$ cat config.mk
export PLATFORM = sky130hd
export DESIGN_NAME = cmd_issuer
export DESIGN_NICKNAME = d
export VERILOG_FILES = /design/src/rtl/cmd_pkg.sv /design/src/rtl/cmd_prog_mem.sv /design/src/rtl/cmd_issuer.sv
export SDC_FILE = /design/constraint.sdc
export NUM_CORES = 1
export LEC_CHECK = 0
export CORE_MARGIN = 2
export CORE_UTILIZATION = 45
export CTS_CLUSTER_DIAMETER = 60
export DETAILED_ROUTE_END_ITERATION = 8
export PLACE_DENSITY = 0.76
export SYNTH_ARGS = -nofsm -noshare
export SYNTH_HDL_FRONTEND = slang
export SYNTH_HIERARCHICAL = 1
export SYNTH_SLANG_ARGS = --single-unit
$ cat constraint.sdc
create_clock -name clk -period 2.1 [get_ports clk]
set_input_delay 0.42 -clock clk [delete_from_list [all_inputs] [get_ports clk]]
set_output_delay 0.42 -clock clk [all_outputs]
set_load 0.01 [all_outputs]
$ cat src/rtl/cmd_pkg.sv
// Shared definitions for the command issuer: command encoding, issuer
// states and the result checksum fold.
package cmd_pkg;

    localparam logic [2:0] CMD_NOP = 3'd0;
    localparam logic [2:0] CMD_ADD = 3'd1;
    localparam logic [2:0] CMD_SUB = 3'd2;
    localparam logic [2:0] CMD_AND = 3'd3;
    localparam logic [2:0] CMD_OR  = 3'd4;
    localparam logic [2:0] CMD_XOR = 3'd5;
    localparam logic [2:0] CMD_SHL = 3'd6;
    localparam logic [2:0] CMD_SHR = 3'd7;

    typedef struct packed {
        logic [2:0] kind;
        logic [3:0] op1;
        logic [7:0] op2;
    } cmd_t;

    localparam cmd_t CMD_IDLE_WORD = '{kind: CMD_NOP, op1: 4'd0, op2: 8'd0};

    typedef enum logic [1:0] {
        ST_IDLE  = 2'd0,
        ST_ISSUE = 2'd1,
        ST_GAP   = 2'd2,
        ST_DRAIN = 2'd3
    } state_e;

    function automatic logic [7:0] checksum_fold(input logic [7:0] sum, input logic [3:0] res);
        return {sum[6:0], sum[7]} ^ {4'b0000, res};
    endfunction

endpackage

$ cat src/rtl/cmd_prog_mem.sv
// Program store for the command issuer: synchronous write, combinational read.
module cmd_prog_mem
    import cmd_pkg::*;
#(
    parameter int DEPTH = 8,
    parameter int AW    = $clog2(DEPTH)
) (
    input  logic          clk,
    input  logic          we_i,
    input  logic [AW-1:0] waddr_i,
    input  cmd_t          wdata_i,
    input  logic [AW-1:0] raddr_i,
    output cmd_t          rdata_o
);

    cmd_t mem_q [DEPTH];

    // Program entries are deliberately left unreset.
    always_ff @(posedge clk) begin
        if (we_i) begin
            mem_q[waddr_i] <= wdata_i;
        end
    end

    assign rdata_o = mem_q[raddr_i];

endmodule

$ cat src/rtl/cmd_issuer.sv
// Replays a stored command program to the core loop_count times and folds the
// core results into a checksum. Optional NOP gaps: define CMD_ISSUER_GAP_EN.
module cmd_issuer
    import cmd_pkg::*;
#(
    parameter int DEPTH = 8,
    parameter int AW    = $clog2(DEPTH)
) (
    input  logic          clk,
    input  logic          rst,
    input  logic          prog_we,
    input  logic [AW-1:0] prog_addr,
    input  logic [14:0]   prog_data,
    input  logic [AW:0]   prog_len,
    input  logic [7:0]    loop_count,
    input  logic          start,
`ifdef CMD_ISSUER_GAP_EN
    input  logic [3:0]    gap,
`endif
    output logic [2:0]    command_kind,
    output logic [3:0]    command_operand1,
    output logic [7:0]    command_operand2,
    input  logic [3:0]    result_in,
    output logic          busy,
    output logic          done,
    output logic [7:0]    checksum
);

    localparam logic [AW:0] DEPTH_L = (AW+1)'(DEPTH);
    localparam logic [AW:0] ONE_L   = (AW+1)'(1);

    state_e        state_q, state_d;
    logic [AW-1:0] pc_q, pc_d;
    logic [7:0]    pass_q, pass_d;
    logic [AW:0]   len_q, len_d;
    logic [7:0]    loops_q, loops_d;
    cmd_t          cmd_q, cmd_d;
    logic          valid_q, valid_d;
    logic          busy_q, busy_d;
    logic          done_q, done_d;
    logic [7:0]    sum_q, sum_d;
`ifdef CMD_ISSUER_GAP_EN
    logic [3:0]    gap_q, gap_d;
    logic [3:0]    gap_cnt_q, gap_cnt_d;
    logic          gap_last_q, gap_last_d;
`endif

    cmd_t          wdata_s;
    cmd_t          rd_s;
    logic          last_pc_s;
    logic          last_pass_s;
    logic          accept_s;

    assign wdata_s = cmd_t'(prog_data);

    cmd_prog_mem #(
        .DEPTH (DEPTH),
        .AW    (AW)
    ) u_prog_mem (
        .clk     (clk),
        .we_i    (prog_we),
        .waddr_i (prog_addr),
        .wdata_i (wdata_s),
        .raddr_i (pc_q),
        .rdata_o (rd_s)
    );

    assign last_pc_s   = ({1'b0, pc_q} == (len_q - ONE_L));
    assign last_pass_s = (pass_q == (loops_q - 8'd1));
    // busy_q stays high through the cycle after DRAIN, which blocks a restart there.
    assign accept_s    = start && !busy_q && (state_q == ST_IDLE);

    // Next-state, run bookkeeping and checksum update.
    always_comb begin
        state_d    = state_q;
        pc_d       = pc_q;
        pass_d     = pass_q;
        len_d      = len_q;
        loops_d    = loops_q;
        done_d     = 1'b0;
        sum_d      = valid_q ? checksum_fold(sum_q, result_in) : sum_q;
`ifdef CMD_ISSUER_GAP_EN
        gap_d      = gap_q;
        gap_cnt_d  = gap_cnt_q;
        gap_last_d = gap_last_q;
`endif
        case (state_q)
            ST_IDLE: begin
                if (accept_s && (prog_len != {(AW+1){1'b0}})) begin
                    state_d = ST_ISSUE;
                    pc_d    = {AW{1'b0}};
                    pass_d  = 8'd0;
                    len_d   = (prog_len > DEPTH_L) ? DEPTH_L : prog_len;
                    loops_d = (loop_count == 8'd0) ? 8'd1 : loop_count;
                    sum_d   = 8'd0;
`ifdef CMD_ISSUER_GAP_EN
                    gap_d      = gap;
                    gap_cnt_d  = 4'd0;
                    gap_last_d = 1'b0;
`endif
                end else begin
                    // Either an empty-program start or the first idle cycle after a run.
                    done_d = busy_q || accept_s;
                end
            end
            ST_ISSUE: begin
                pc_d   = last_pc_s ? {AW{1'b0}} : (pc_q + AW'(1'b1));
                pass_d = last_pc_s ? (pass_q + 8'd1) : pass_q;
`ifdef CMD_ISSUER_GAP_EN
                if (gap_q != 4'd0) begin
                    state_d    = ST_GAP;
                    gap_cnt_d  = gap_q;
                    gap_last_d = last_pc_s && last_pass_s;
                end else if (last_pc_s && last_pass_s) begin
                    state_d = ST_DRAIN;
                end else begin
                    state_d = ST_ISSUE;
                end
`else
                if (last_pc_s && last_pass_s) begin
                    state_d = ST_DRAIN;
                end else begin
                    state_d = ST_ISSUE;
                end
`endif
            end
`ifdef CMD_ISSUER_GAP_EN
            ST_GAP: begin
                gap_cnt_d = gap_cnt_q - 4'd1;
                if (gap_cnt_q == 4'd1) begin
                    state_d = gap_last_q ? ST_DRAIN : ST_ISSUE;
                end else begin
                    state_d = ST_GAP;
                end
            end
`endif
            ST_DRAIN: begin
                state_d = ST_IDLE;
            end
            default: begin
                state_d = ST_IDLE;
            end
        endcase
    end

    // Output stage: every core-facing signal is registered one cycle behind the state.
    always_comb begin
        cmd_d   = (state_q == ST_ISSUE) ? rd_s : CMD_IDLE_WORD;
        valid_d = (state_q == ST_ISSUE);
        busy_d  = (state_q != ST_IDLE);
    end

    // State and output registers with synchronous reset.
    always_ff @(posedge clk) begin
        if (rst) begin
            state_q    <= ST_IDLE;
            pc_q       <= {AW{1'b0}};
            pass_q     <= 8'd0;
            len_q      <= {(AW+1){1'b0}};
            loops_q    <= 8'd0;
            cmd_q      <= CMD_IDLE_WORD;
            valid_q    <= 1'b0;
            busy_q     <= 1'b0;
            done_q     <= 1'b0;
            sum_q      <= 8'd0;
`ifdef CMD_ISSUER_GAP_EN
            gap_q      <= 4'd0;
            gap_cnt_q  <= 4'd0;
            gap_last_q <= 1'b0;
`endif
        end else begin
            state_q    <= state_d;
            pc_q       <= pc_d;
            pass_q     <= pass_d;
            len_q      <= len_d;
            loops_q    <= loops_d;
            cmd_q      <= cmd_d;
            valid_q    <= valid_d;
            busy_q     <= busy_d;
            done_q     <= done_d;
            sum_q      <= sum_d;
`ifdef CMD_ISSUER_GAP_EN
            gap_q      <= gap_d;
            gap_cnt_q  <= gap_cnt_d;
            gap_last_q <= gap_last_d;
`endif
        end
    end

    assign command_kind     = cmd_q.kind;
    assign command_operand1 = cmd_q.op1;
    assign command_operand2 = cmd_q.op2;
    assign busy             = busy_q;
    assign done             = done_q;
    assign checksum         = sum_q;

endmodule

**Word level (Yosys, flattened, before mapping)**

Memories as Yosys holds them, arrays and structs flattened. A register that Yosys moved wholly into a read port is not among the register bits.
Index checks and enable logic that the tools add are counted.

- Register bits: 36
- Latch bits: 0
- RAM bits: 120
- Bits in read-only memories: 0
- Input port bits: 38
- Memories: 1

Memory list:

| name | depth | bits a word | rd ports | clocked after memory_dff | wr ports | RTL line | source |
|---|---|---|---|---|---|---|---|
| u_prog_mem.mem_q | 8 | 15 | 1 | 1 | 1 | cmd_prog_mem.sv:16 | `cmd_t mem_q [DEPTH];` |

- $add $sub $neg: 4
- $mul: 0
- Div/mod/pow operators: 0
- Order comparisons: 1
- Eq/ne operators: 5
- Shift operators: 0
- Multiplexer cells: 16
- Bitwise logic cells: 3
- Reductions and logical operators: 16

Operator list:

| operator | count |
|---|---|
| $mux W8 | 6 |
| $pmux W8 S2 | 1 |
| $add A8 B1 Y8 const B | 1 |
| $eq A8 B8 Y1 | 1 |
| $logic_not A8 Y1 | 1 |
| $sub A8 B1 Y8 const B | 1 |
| $xor A8 B4 Y8 | 1 |
| $mux W3 | 2 |
| $pmux W3 S2 | 1 |
| $eq A3 B4 Y1 | 1 |
| $gt A4 B4 Y1 const B | 1 |
| $logic_and A1 B1 Y1 | 4 |
| $mux W2 | 2 |
| $mux W4 | 1 |
| $ne A2 B1 Y1 const B | 2 |
| $pmux W2 S2 | 1 |
| $reduce_and A2 Y1 | 2 |
| $reduce_bool A2 Y1 | 2 |
| $reduce_bool A4 Y1 | 1 |
| $sub A4 B1 Y4 const B | 1 |
| $add A3 B1 Y3 const B | 1 |
| $reduce_and A3 Y1 | 1 |
| $reduce_or A3 Y1 | 1 |
| $eq A2 B1 Y1 const B | 1 |
| other kinds (6) | 8 |

**Depth between registers and ports, before layout**

Gate-level depths: netlist of the first run.

- Depth in word-level cells: 6
- Gate-level depth with buffers: 8
- Depth with buffers taken out: 7

**By module**

Netlist of the first run, hierarchy kept.

Modules (own cells, without submodules):

| module | times used | cells each | area each (sq um) | sequential area each (sq um) |
|---|---|---|---|---|
| cmd_prog_mem | 1 | 186 | 4673.2 | 3603.5 |
| cmd_issuer | 1 | 231 | 2160.8 | 1021.0 |

**Worst setup path before layout of the first run**

OpenSTA, ideal clock, no wires.

- Kind: input -> register
- From: in prog_addr[2]
- To: mem u_prog_mem/mem_q[0][0] (netlist bit), enable pin
- Setup time: 0.406 ns
- Data arrival time: 1.666 ns
- Required time: 1.694 ns
- Slack: 0.028 ns
- Stages: 2
- Path buffers: 0
- Path through: nand2b_1 nor3_1

RTL lines:

| what | RTL line | source |
|---|---|---|
| start: declaration | cmd_issuer.sv:12 | `input logic [AW-1:0] prog_addr,` |
| end: declaration | cmd_prog_mem.sv:16 |  |

No word-level cell before the write port.

**Final worst setup path of the first run**

- From: reg len_q[0]
- To: reg state_q[1]

- Cells in the longest elaborated chain, start to end: 5

Ends and longest elaborated chain:

| what | RTL line | source |
|---|---|---|
| start: declaration | cmd_issuer.sv:35 | `logic [AW:0] len_q, len_d;` |
| start signal: assignment | cmd_issuer.sv:159 | `len_q <= {(AW+1){1'b0}};` |
| start signal: assignment | cmd_issuer.sv:175 | `len_q <= len_d;` |
| $sub A4 B1 Y4 | cmd_issuer.sv:68 | `assign last_pc_s = ({1'b0, pc_q} == (len_q - ONE_L));` |
| $eq A3 B4 Y1 | cmd_issuer.sv:68 |  |
| $logic_and A1 B1 Y1 | cmd_issuer.sv:120 | `if (last_pc_s && last_pass_s) begin` |
| $mux W2 | cmd_issuer.sv:120 |  |
| $pmux W2 S2 | cmd_issuer.sv:87 | `case (state_q)` |
| end signal: assignment | cmd_issuer.sv:172 | `state_q <= state_d;` |
| end: declaration | cmd_issuer.sv:32 | `state_e state_q, state_d;` |

Every way passes these cells.
A chain may end at the register's enable or synchronous reset.

==> results of run 1 <==
[logic make-up after synthesis]
group	Yosys count
AO/OA/AOI/OAI	46
XOR/XNOR	18
adder cells (fa/ha/maj)	4
buffers and inverters	24
flip-flops	171
multiplexers	49
AND/OR/NAND/NOR	105
[cells in the final DEF, fill, tap and decap left out, types with 8 or more instances in the layout]
| cell | n |
|---|---|
| edfxtp_1 | 120 |
| nand2_1 | 21 |
| xnor2_1 | 10 |
| and3_1 | 15 |
| mux4_1 | 30 |
| dfxtp_1 | 51 |
| buf_4 | 23 |
| mux2_2 | 15 |
| nor2_1 | 28 |
| nand3_1 | 8 |
| clkdlybuf4s50_1 | 62 |
| clkbuf_16 | 17 |
| a21oi_1 | 18 |
[power groups by stage]
stage	combinational (mW)	clock [mW]	sequential, mW
after CTS	0.598	3.01	3.78
after detailed placement	0.592	0	3.85
after global placement	0.577	0	3.84
final	0.605	2.93	3.78
after global routing	0.656	3.12	3.79
after floorplan	0.337	0	3.84
[cell type report]
class,instances,area [sq um]
sequential,171,4620
clock buffer,19,443
inverter,7,26.3
clock inverter,12,113
timing repair buffer,88,853
tap,188,235
fill,1158,6580
multi-input combinational,223,2160
[through the flow]
step	hold WS, ns	std cells	setup slack (ns)	total power, mW	util, %
5_1_grt	0.508	708	0.0107	7.56	56.2
4_1_cts	0.475	703	0.0341	7.38	55.7
3_3_place_gp	0.465	672	0.0552	4.42	52.0
3_5_place_dp	0.466	672	-0.00680	4.44	52.0
6_report	0.478	708	0.107	7.32	56.2
2_1_floorplan	0.448	417	0.0282	4.18	-
[per-layer routing]
metal / vias up / part of all wire (%) / global-route usage [%]
met3: 25 / 5.4 / 4.65
met5: - / 0 / 0
met1: 1993 / 42 / 21.2
met4: 0 / 2.1 / 6.79
li1: 1835 / - / -
met2: 130 / 51 / 29.3
[state kept, by name, indices dropped and copies added, names as in the netlist]
signal / flops
done: 1
valid_q: 1
command_operand1: 4
u_prog_mem/mem_q: 120
checksum: 8
busy: 1
command_operand2: 8
command_kind: 3
loops_q: 8
state_q: 2
pass_q: 8
len_q: 4
pc_q: 3
[repair_timing]
item                       in CTS  in global routing
resized for setup               0                  6
hold endpoints to repair        0                  0
setup endpoints to repair       0                  9
buffers inserted                0                  4
[final timing paths]
path | end | slack [ns] | cells past startpoint
max | state_q[1] | 0.11 | 9
min | loops_q[7] | 0.48 | 2
max reg2reg | state_q[1] | 0.11 | 9
min reg2reg | loops_q[7] | 0.48 | 2
[worst register-to-register path: stages (launching register included)]
cell and delay, ns:
dfxtp_1 0.31, inv_1 0.06, ha_2 0.22, xor2_4 0.24, nor4bb_4 0.07, buf_4 0.17
o311ai_4 0.41, buf_4 0.18, nor2b_1 0.03, and4_1 0.18
==> results.cfg, run 1 <==
[synth]
synthCells = 417
yosysUniqueCellTypes = 49
ys_top_cells_by_count = edfxtp_1, dfxtp_1, mux4_1, nor2_1, nand2_1
synth_top_area_share_pct = 52.7
yosys.area_share.simple_pct = 8.28
yosysSeqAreaShare_pct = 67.7
synth_mux_area_share_pct = 14.6
synthArstFlopShare_pct = 0
syn_avg_cell_area_sq_um = 16.4
synth_edf_count = 120
synth_xor_xnor_area_share_pct = 2.42
ys_warn_count = 6
synth_most_common_cell = edfxtp_1
ys_ff_latch = 171
synth_ff_type = edfxtp_1
synth_fa_ha_area_share_pct = 0.732
synthTopCellsByArea = edfxtp_1, dfxtp_1, mux4_1
yosysTopAreaCell = edfxtp_1
synth-compound-area-share_pct = 4.50
synth_top_family_by_area = multiplexers
synth_nets = 459
syn_area_sq_um = 6830

[pwr]
p_per_area_nw_per_um2 = 865
clkPwrFrac_pct = 40.1
max-vdd-ir-drop_mv = 1.07
netSwitchingPower_mw = 1.61
pwr-share-comb_pct = 8.3
p_leak_nw = 2.89
sw_frac_of_total_pct = 22.0
seq_power_share_pct = 51.7
intPower_mw = 5.71

[global_routing]
overflow = 0
grt_pass1_wl_um = 21100
grt_max_degree = 33
grt_antenna_before_repair = 0
track_usage_pct = 17.3
grt_pass1_vias = 4091

[clock_network]
clk_pin_slew_ns = 0.06
cts_sinks = 171
root_buffer = clkbuf_16
cts_tree = yes
htreeDepth = 4
cts_buffers = 17
hold_buffers = 0
insertion_delay_ns = 0.43
clock_path_buffers = 2

[setup_path]
crit_path_top_delay_cell = o311ai_4
crit_start = len_q[0]
crit_fanout = 7
crit_arrival_ns = 2.31
cp-start-kind = register
endpoint_kind = register
cpPeakStageDelay_ns = 0.41
worstSetupPathType = reg2reg
timing.rr.start = len_q[0]
required_ns = 2.41
path_delay_family = buffers and inverters
cp_cell_sequence = inv_1, ha_2, xor2_4, nor4bb_4, buf_4, o311ai_4, buf_4, nor2b_1, and4_1
path_buf_inv = 3
cp_common_cell = buf_4

[floorplan]
die_area_sq_um = 16200
die_w_um = 127
ioPinCount = 63
row_count = 45
core_region_area_sq_um = 15000
die_y_um = 127
initial_core_util_pct = 45.5

[timing]
fmax_ghz = 0.502
finalCriticalPeriod_ns = 1.99
final_max_slew_viol_count = 0
finalHoldViolCount = 0
rsz0062_at_grt = no
finalCritPeriodShare_pct = 94.9
relSlewSlack_pct = 67.7
finClkSkew_ns = 0.0130
worst_pin_slew_ns = 0.480
tns_ns = 0
setup_viol = 0

[route]
dr.pass1.iters = 4
via_count = 3983
drtIter0Drc = 308
route.antenna.remaining_nets = 0
via_per_inst = 5.63
drcViolationCount = 0
wirelength_um = 13500
wl_per_cell_um = 19.0

[finish]
final_nets = 550
final_area_sq_um = 8450
area_growth_pct = 23.7
insertedDiodeCount = 0
drive_gt1_share_pct = 16.0

[placement]
place_area_sq_um = 7810
dp_hpwl_um = 8140
io_buffer_count = 62
gp_congestion = 0.842

[run]
max-cap-violations = 0

[min_path]
worstHoldPathType = reg2reg
hp-start = loops_q[7]

[outcome]
outcome = finished, final reports clean
(Power assumes the default switching activity.)
==> inputs of run 2 (changes only) <==
Settings changed: REMOVE_ABC_BUFFERS set to 1.
==> run 2 against run 1 <==
  * Clock-buffer cell count did not move
  * Sequential power hardly changed
  * Wire length down 0.66%
  * Largest power group unchanged
==> results.cfg, run 2 (synthesis gave the netlist of run 1 again) <==
[min_path]
hold_end = loops_q[7]
worstHoldPathType = reg2reg
hp-start = loops_q[7]
hold_depth = 2

[timing]
final_max_slew_viol_count = 0
fmax_ghz = 0.480
finalCriticalPeriod_ns = 2.08
finalCritPeriodShare_pct = 99.2
setup_viol = 0
finClkSkew_ns = 0.00739
relSlewSlack_pct = 60.2
whs_ns = 0.477
rsz0062_at_grt = yes
finalHoldViolCount = 0
worst_pin_slew_ns = 0.591

[floorplan]
die_area_sq_um = 16200
ioPinCount = 63
core_region_area_sq_um = 15000
die_y_um = 127
row_count = 45
initial_core_util_pct = 45.5
die_w_um = 127

[global_routing]
grt_antenna_before_repair = 0
grt_max_degree = 34
overflow = 0
grt_pass1_wl_um = 20600
track_usage_pct = 17.1
grt_pass1_vias = 3964

[route]
dr.pass1.iters = 4
drcViolationCount = 0
via_count = 3867
drtIter0Drc = 208
route.antenna.remaining_nets = 0
wirelength_um = 13400
wl_per_cell_um = 19.0
via_per_inst = 5.49

[setup_path]
worstSetupPathType = reg2reg
endpoint_kind = register
crit_fanout = 7
cp-start-kind = register
r2r-end = pass_q[6]
r2r_slack_ns = 0.02
required_ns = 2.44
timing.rr.start = len_q[1]
worst_r2r_path_depth = 7
crit_arrival_ns = 2.42

[clock_network]
cts_tree = yes
cts_sinks = 171
cts_buffers = 17
clock_path_buffers = 2
root_buffer = clkbuf_16
clk_pin_slew_ns = 0.06
insertion_delay_ns = 0.42
htreeDepth = 4

[pwr]
p_leak_nw = 2.90
p_per_area_nw_per_um2 = 885
power_mw = 7.54
max-vdd-ir-drop_mv = 0.556

[placement]
io_buffer_count = 62
dp_hpwl_um = 8030
gp_congestion = 0.797

[finish]
insertedDiodeCount = 0
fillCellCount = 1134
largest_reg_flops = 120
ff_latch_area_sq_um = 4630
layout_common_cells = edfxtp_1, clkdlybuf4s50_1, dfxtp_1, mux4_1, nor2_1
final_common_cell = edfxtp_1
final_nets = 546
area_growth_pct = 24.6
top_register = u_prog_mem/mem_q
multi_input_area_sq_um = 2140
drive_gt1_share_pct = 15.3

[run]
max-cap-violations = 0

[outcome]
outcome = finished, final reports clean
run 2: worst max path at each step:
stage | startpoint | to | cells past startpoint
final | len_q[1] | pass_q[6] | 7
after global routing | len_q[1] | pass_q[6] | 7
after CTS | len_q[1] | pass_q[4] | 7
after detailed placement | len_q[1] | pass_q[4] | 7
after global placement | start | state_q[1] | 6
after floorplan | prog_len[0] | checksum[0] | 3
run 2: cell type report:
type	instances	area share [%]
Clock inverter	13	1.94
Timing Repair Buffer	84	10.4
Tap cell	188	2.76
Inverter	7	0.309
Clock buffer	19	5.08
Sequential cell	171	54.3
Multi-Input combinational cell	223	25.2
run 2: worst max-delay path, cell delays in order, from the launching register on:
cell,delay (ns)
dfxtp_2,0.35
inv_1,0.05
ha_2,0.19
xor2_4,0.18
nor4bb_4,0.47
o311ai_2,0.23
or3_1,0.39
a21oi_1,0.16
run 2: per-stage QoR:
| step | instance area, sq um | std cells | utilization [%] | TNS, ns | setup WS, ns |
|---|---|---|---|---|---|
| 5_1_grt | 8520 | 705 | 56.6 | -0.361 | -0.0911 |
| 6_report | 8520 | 705 | 56.6 | 0 | 0.0172 |
| 3_5_place_dp | 7870 | 671 | 52.3 | 0 | 0.0373 |
| 3_3_place_gp | 7870 | 671 | 52.3 | 0 | 0.133 |
| 2_1_floorplan | 6740 | 400 | - | -7.69 | -0.341 |
| 4_1_cts | 8470 | 703 | 56.3 | 0 | 0.0250 |
run 2: what timing repair did:
item / in CTS / in global routing
buffers inserted: 0 / 1
setup endpoints to repair: 0 / 9
hold buffers: 0 / 0
hold endpoints to repair: 0 / 0
resized for setup: 0 / 5
run 2: routing by layer:
| layer | global-route usage, % | up-vias | routed length (um) |
|---|---|---|---|
| li1 | - | 1825 | - |
| met1 | 21.0 | 1911 | 5510 |
| met2 | 29.4 | 121 | 7020 |
| met3 | 4.31 | 10 | 767 |
| met4 | 6.27 | 0 | 89 |
| met5 | 0 | - | 0 |
run 2: report_power, final:
group	total, mW	leakage (nW)	internal (mW)	switching, mW
combinational	0.608	1.11	0.319	0.289
sequential	3.78	1.51	3.72	0.0551
clock	3.15	0.288	1.88	1.27
total	7.54	2.90	5.93	1.61
==> inputs of run 3 (changes only) <==
Settings changed: ABC_CLOCK_PERIOD_IN_PS set to 2100, SKIP_CTS_REPAIR_TIMING set to 1.
==> results of run 3 <==
The final DEF is identical to that of run 2; final timing and power are the same.
